[config.mk]
export PLATFORM = sky130hd
export DESIGN_NAME = life_board_reader
export DESIGN_NICKNAME = d
export VERILOG_FILES = /design/src/rtl/life_pkg.sv /design/src/rtl/row_popcount.sv /design/src/rtl/life_board_reader.sv
export SDC_FILE = /design/constraint.sdc
export NUM_CORES = 1
export LEC_CHECK = 0
export CAP_MARGIN = 10
export CORE_MARGIN = 1
export CORE_UTILIZATION = 52
export DETAILED_ROUTE_END_ITERATION = 8
export PLACE_DENSITY = 0.89
export SLEW_MARGIN = 20
export SYNTH_ARGS = -nofsm -noshare
export SYNTH_HDL_FRONTEND = slang
export SYNTH_HIERARCHICAL = 1
export SYNTH_SLANG_ARGS = --single-unit
[constraint.sdc]
create_clock -name clk -period 9.4 [get_ports clk]
set_input_delay 0.94 -clock clk [delete_from_list [all_inputs] [get_ports clk]]
set_output_delay 0.94 -clock clk [all_outputs]
set_load 0.1 [all_outputs]
[src/rtl/life_pkg.sv]
// Shared sizing and state encoding for the Life board read-out path.
// Defaults describe the 16x16 board produced by the stepper.
package life_pkg;

    localparam int LIFE_ROWS = 16;
    localparam int LIFE_COLS = 16;
    localparam int PTR_W     = $clog2(LIFE_ROWS);
    localparam int POP_W     = $clog2(LIFE_ROWS * LIFE_COLS) + 1;

    typedef enum logic [1:0] {
        IDLE,
        SEND,
        DONE
    } state_t;

endpackage

[src/rtl/row_popcount.sv]
// Combinational live-cell count for one board row.
// The count is one bit wider than clog2(COLS) so a fully live row fits.
module row_popcount #(
    parameter int COLS = 16
) (
    input  logic [COLS-1:0]          row,
    output logic [$clog2(COLS):0]    count
);

    localparam int CNT_W = $clog2(COLS) + 1;

    always_comb begin
        count = '0;
        for (int i = 0; i < COLS; i++) begin
            count = count + CNT_W'(row[i]);
        end
    end

endmodule

[src/rtl/life_board_reader.sv]
// Snapshots the Life board on start and streams it one row per valid/ready
// transfer, reporting the frame's live-cell population with a done pulse.
module life_board_reader
    import life_pkg::*;
#(
    parameter int ROWS = LIFE_ROWS,
    parameter int COLS = LIFE_COLS
) (
    input  logic                         clk,
    input  logic                         reset,
    input  logic                         start,
    input  logic [ROWS*COLS-1:0]         board,
    output logic                         busy,
    output logic                         row_valid,
    input  logic                         row_ready,
    output logic [COLS-1:0]              row_data,
    output logic [$clog2(ROWS)-1:0]      row_idx,
    output logic                         row_last,
    output logic [$clog2(ROWS*COLS):0]   pop_count,
    output logic                         done
);

    localparam int IDX_W = $clog2(ROWS);
    localparam int CNT_W = $clog2(ROWS * COLS) + 1;
    localparam int RPC_W = $clog2(COLS) + 1;

    state_t               state;
    state_t               state_next;
    logic [ROWS*COLS-1:0] snapshot;
    logic [IDX_W-1:0]     ptr;
    logic [CNT_W-1:0]     acc;
    logic [CNT_W-1:0]     acc_next;
    logic [COLS-1:0]      row_cur;
    logic [RPC_W-1:0]     row_pop;
    logic                 xfer;
    logic                 last_row;

    assign row_cur  = snapshot[ptr*COLS +: COLS];
    assign xfer     = (state == SEND) && row_ready;
    assign last_row = (ptr == IDX_W'(ROWS - 1));
    assign acc_next = acc + CNT_W'(row_pop);

    row_popcount #(
        .COLS (COLS)
    ) u_row_popcount (
        .row   (row_cur),
        .count (row_pop)
    );

    always_ff @(posedge clk or posedge reset) begin
        if (reset) begin
            state <= IDLE;
        end else begin
            state <= state_next;
        end
    end

    always_comb begin
        state_next = state;
        case (state)
            IDLE:    if (start) state_next = SEND;
            SEND:    if (xfer && last_row) state_next = DONE;
            DONE:    state_next = IDLE;
            default: state_next = IDLE;
        endcase
    end

    // The final total is loaded on the last transfer so it lands in the same cycle as done.
    always_ff @(posedge clk or posedge reset) begin
        if (reset) begin
            snapshot  <= '0;
            ptr       <= '0;
            acc       <= '0;
            pop_count <= '0;
        end else begin
            case (state)
                IDLE: begin
                    if (start) begin
                        snapshot <= board;
                        ptr      <= '0;
                        acc      <= '0;
                    end
                end
                SEND: begin
                    if (xfer) begin
                        acc <= acc_next;
                        if (last_row) begin
                            pop_count <= acc_next;
                        end else begin
                            ptr <= ptr + IDX_W'(1);
                        end
                    end
                end
                default: ;
            endcase
        end
    end

    assign row_valid = (state == SEND);
    assign busy      = (state != IDLE);
    assign done      = (state == DONE);
    assign row_data  = row_valid ? row_cur : '0;
    assign row_idx   = row_valid ? ptr : '0;
    assign row_last  = row_valid && last_row;

endmodule

==> flow_summary_export.csv <==
group,metric,value,unit
cells_and_area,nets,1990,
routing,m1WireLength,15400,um
synth,syn_area,0.0137,sq mm
clock_tree,cts_sinks,280,
timing,worstMarginPinSlew,1.09,ns
die,ios,293,
grt,gr-total-overflow,0,
synth,yosysWarnings,6,
grt,grt_max_degree,131,
synth,synth.avg_cell_area,9.34,sq um
setup_path,worstReg2RegEnd,"pop_count[8]$_DFFE_PP0P_",
timing,slew-limit-headroom,27.2,%
clock_tree,postCtsHoldBufs,0,
timing,slew_viol_final,0,
min_path,hold_depth,2,
routing,route.met2.wl,19000,um
routing,routed-wl-met3,2720,um
routing,dr.pass1.iters,5,
job,drv_cap,0,
timing,tns,0,ns
timing,fin_crit_sh,72.4,%
clock_tree,cts.path.max_buffers,3,
placed_design,io_buffer_count,292,
die,rows,59,
setup_path,critPathLaunchType,"flip-flop",
outcome,status,"finished, final reports clean",
timing,finalSetupViolations,0,
grt,grt_pass1_vias,11300,
setup_path,required,9.82,ns
synth,ys_types,49,
timing,min_period,6.81,ns
synth,synth-simple-area-share,25.5,%
die,start_util,52.7,%
setup_path,r2r_setup_slack,2.59,ns
clock_tree,root_buffer,"clkbuf_16",
setup_path,timing.rr.start,"ptr[3]$_DFFE_PP0P_",
die,die_y,164,um
clock_tree,cts_setup_buffers,0,
routing,wl_per_cell,18.7,um
timing,hold_violations,0,
synth,syn_inst,1467,
routing,vias,11400,
routing,avgViaCountPerCell,5.52,
cells_and_area,register_area,0.00701,sq mm
synth,syn-num-nets,1749,
clock_tree,clkTransAtPathRegs,0.06,ns
clock_tree,cts_tree,"built",
placed_design,dpl.hpwl,27700,um
timing,fmax,147,MHz
min_path,hold_path.class,"flip-flop to flip-flop",
synth,synth_flop_cell,"dfrtp_1",
setup_path,crit_arrival,7.23,ns
clock_tree,cts_max_level,1,
synth,synth_top_family_by_area,"simple AND/OR/NAND/NOR gates",
clock_tree,cts_buffers,28,
clock_tree,ctsResizeCount,0,
synth,synth-compound-area-share,4.62,%
timing,grt_setup_unrepaired,"false",
routing,drc,0,
setup_path,reg2reg_depth,19,
synth,ys_ff_latch,280,
synth,seq_area_frac_synth,51.1,%
timing,skew,0.0150,ns
grt,grt_pass1_wl,59500,um
min_path,hold_start,"snapshot[37]$_DFFE_PP0P_",
die,core,0.0260,sq mm
clock_tree,worstSkewPairLatency,0.55,ns
grt,grt_usage,29.0,%
synth,synthMuxAreaShare,11.1,%
cells_and_area,drive_above_1_share,7.40,%
cells_and_area,fill_cells,1954,
routing,drt-total-wl,38700,um
cells_and_area,syn_to_final_growth,28.4,%
synth,synthAdderAreaFrac,2.61,%
min_path,hold_end,"snapshot[37]$_DFFE_PP0P_",
synth,synth_edf_count,0,
die,die_w,164,um
routing,drt_iter0_drc,1109,
synth,synth_xor_area_share,0.256,%
setup_path,crit_fanout,49,
grt,antenna_found_initial,1,
setup_path,critical_path.endpoint_type,"flip-flop",
die,die_area,0.0270,sq mm
routing,highest_layer,"met4",
cells_and_area,multi_input_area,0.00604,sq mm
placed_design,gp_congestion,0.945,
synth,async_flop_share,100,%
setup_path,path_class,"flip-flop to flip-flop",
routing,ant_nets,0,
worst max-delay path by stage:
stage                       startpoint                        to  slack (ns)  cells past startpoint
detailed placement  ptr[3]$_DFFE_PP0P_  pop_count[8]$_DFFE_PP0P_        2.59                     19
floorplan                        reset        acc[0]$_DFFE_PP0P_        0.74                      1
finish              ptr[3]$_DFFE_PP0P_  pop_count[8]$_DFFE_PP0P_        2.59                     19
CTS                 ptr[3]$_DFFE_PP0P_  pop_count[8]$_DFFE_PP0P_        2.59                     19
global route        ptr[3]$_DFFE_PP0P_  pop_count[5]$_DFFE_PP0P_        2.25                     19
global placement    ptr[3]$_DFFE_PP0P_  pop_count[8]$_DFFE_PP0P_        2.70                     19
cell usage after synthesis, drive strengths merged (2+ instances only):
cell type | instances | share of area (%)
inv | 38 | 1.0
fa | 11 | 1.6
a21o | 4 | 0.22
a211oi | 20 | 1.6
dfrtp | 280 | 51
nand3b | 4 | 0.31
nor2b | 19 | 0.87
xnor2 | 4 | 0.26
a21oi | 6 | 0.25
nor2 | 24 | 0.66
o21ai | 11 | 0.40
or3 | 2 | 0.091
mux2i | 2 | 0.15
nor4 | 3 | 0.14
and2 | 5 | 0.23
nand2 | 793 | 22
nand2b | 5 | 0.23
and3 | 3 | 0.14
o211ai | 2 | 0.11
o21bai | 2 | 0.11
mux4 | 64 | 11
o311ai | 3 | 0.19
nand3 | 4 | 0.15
o22ai | 18 | 0.82
nor3 | 19 | 0.69
clkbuf | 16 | 0.44
a22o | 4 | 0.26
buf | 76 | 3.4
o31ai | 5 | 0.31
ha | 11 | 1.0
kinds of logic (layout without fill, tap and decap cells):
family	after synthesis	after routing
AO/OA/AOI/OAI	80	80
XOR/XNOR	4	4
adder cells (fa/ha/maj)	22	22
buffers and inverters	130	393
flip-flops	280	280
multiplexers	66	66
other	0	1
AND/OR/NAND/NOR	885	885
cell type report:
cell class              instances  area share [%]
flip-flops and latches        280            39.9
multi-input cells            1057            34.3
repair buffers                303            17.2
clock buffers                  40            4.47
well taps                     335            2.38
clock inverters                12           0.861
inverters                      38           0.854
diodes                          1          0.0142
worst max-delay path, stage by stage (launching register included):
cell	delay, ns
dfrtp_4	1.03
buf_4	0.48
mux4_2	0.56
o22ai_1	0.30
nor2_1	0.07
inv_1	0.08
fa_1	0.44
fa_1	0.47
fa_1	0.53
fa_1	0.41
inv_1	0.06
ha_1	0.15
inv_1	0.06
fa_1	0.53
inv_1	0.06
fa_1	0.47
a211oi_1	0.32
o21bai_1	0.20
a221oi_2	0.30
o31ai_2	0.10
registers in the layout (all words and copies together), names as in the netlist:
name and flops:
acc 9, pop_count 9, ptr 4, snapshot 256
state 2
per-stage QoR:
| stage | cell area [sq um] | utilization [%] | hold WS (ns) | cells | worst slack (ns) |
|---|---|---|---|---|---|
| after floorplan | 13700 | - | 0.437 | 1467 | 0.738 |
| after global placement | 16600 | 64.0 | 0.450 | 2012 | 2.70 |
| after detailed placement | 16600 | 64.0 | 0.455 | 2012 | 2.59 |
| after CTS | 17600 | 67.6 | 0.471 | 2064 | 2.59 |
| after global routing | 17600 | 67.7 | 0.491 | 2065 | 2.25 |
| final | 17600 | 67.7 | 0.471 | 2066 | 2.59 |
layout by cell type, fill, tap and decap left out, types with 3 or more instances in the layout:
master	count
a211oi_1	6
a211oi_2	14
a21o_1	4
a21oi_1	5
a22o_1	4
and2_1	5
and3_1	3
buf_4	10
bufinv_16	3
clkbuf_1	8
clkbuf_16	28
clkbuf_8	4
clkdlybuf4s50_1	292
clkinv_2	6
dfrtp_1	278
fa_1	11
ha_1	11
inv_1	37
mux4_1	14
mux4_2	50
nand2_1	792
nand2b_1	5
nand3_1	4
nand3b_1	3
nor2_1	24
nor2b_1	19
nor3_1	19
nor4_1	3
o21ai_0	10
o22ai_1	18
o311ai_0	3
o31ai_1	4
xnor2_1	4
metal layers:
metal	vias up	GRT usage (%)
met4	0	11.5
met1	5551	38.6
met3	97	4.22
li1	5219	-
met5	-	0
met2	528	48.2
Power is left out: the tool's default activity adds up to more than one toggle a clock period on the data nets, which glitch-free logic cannot reach.
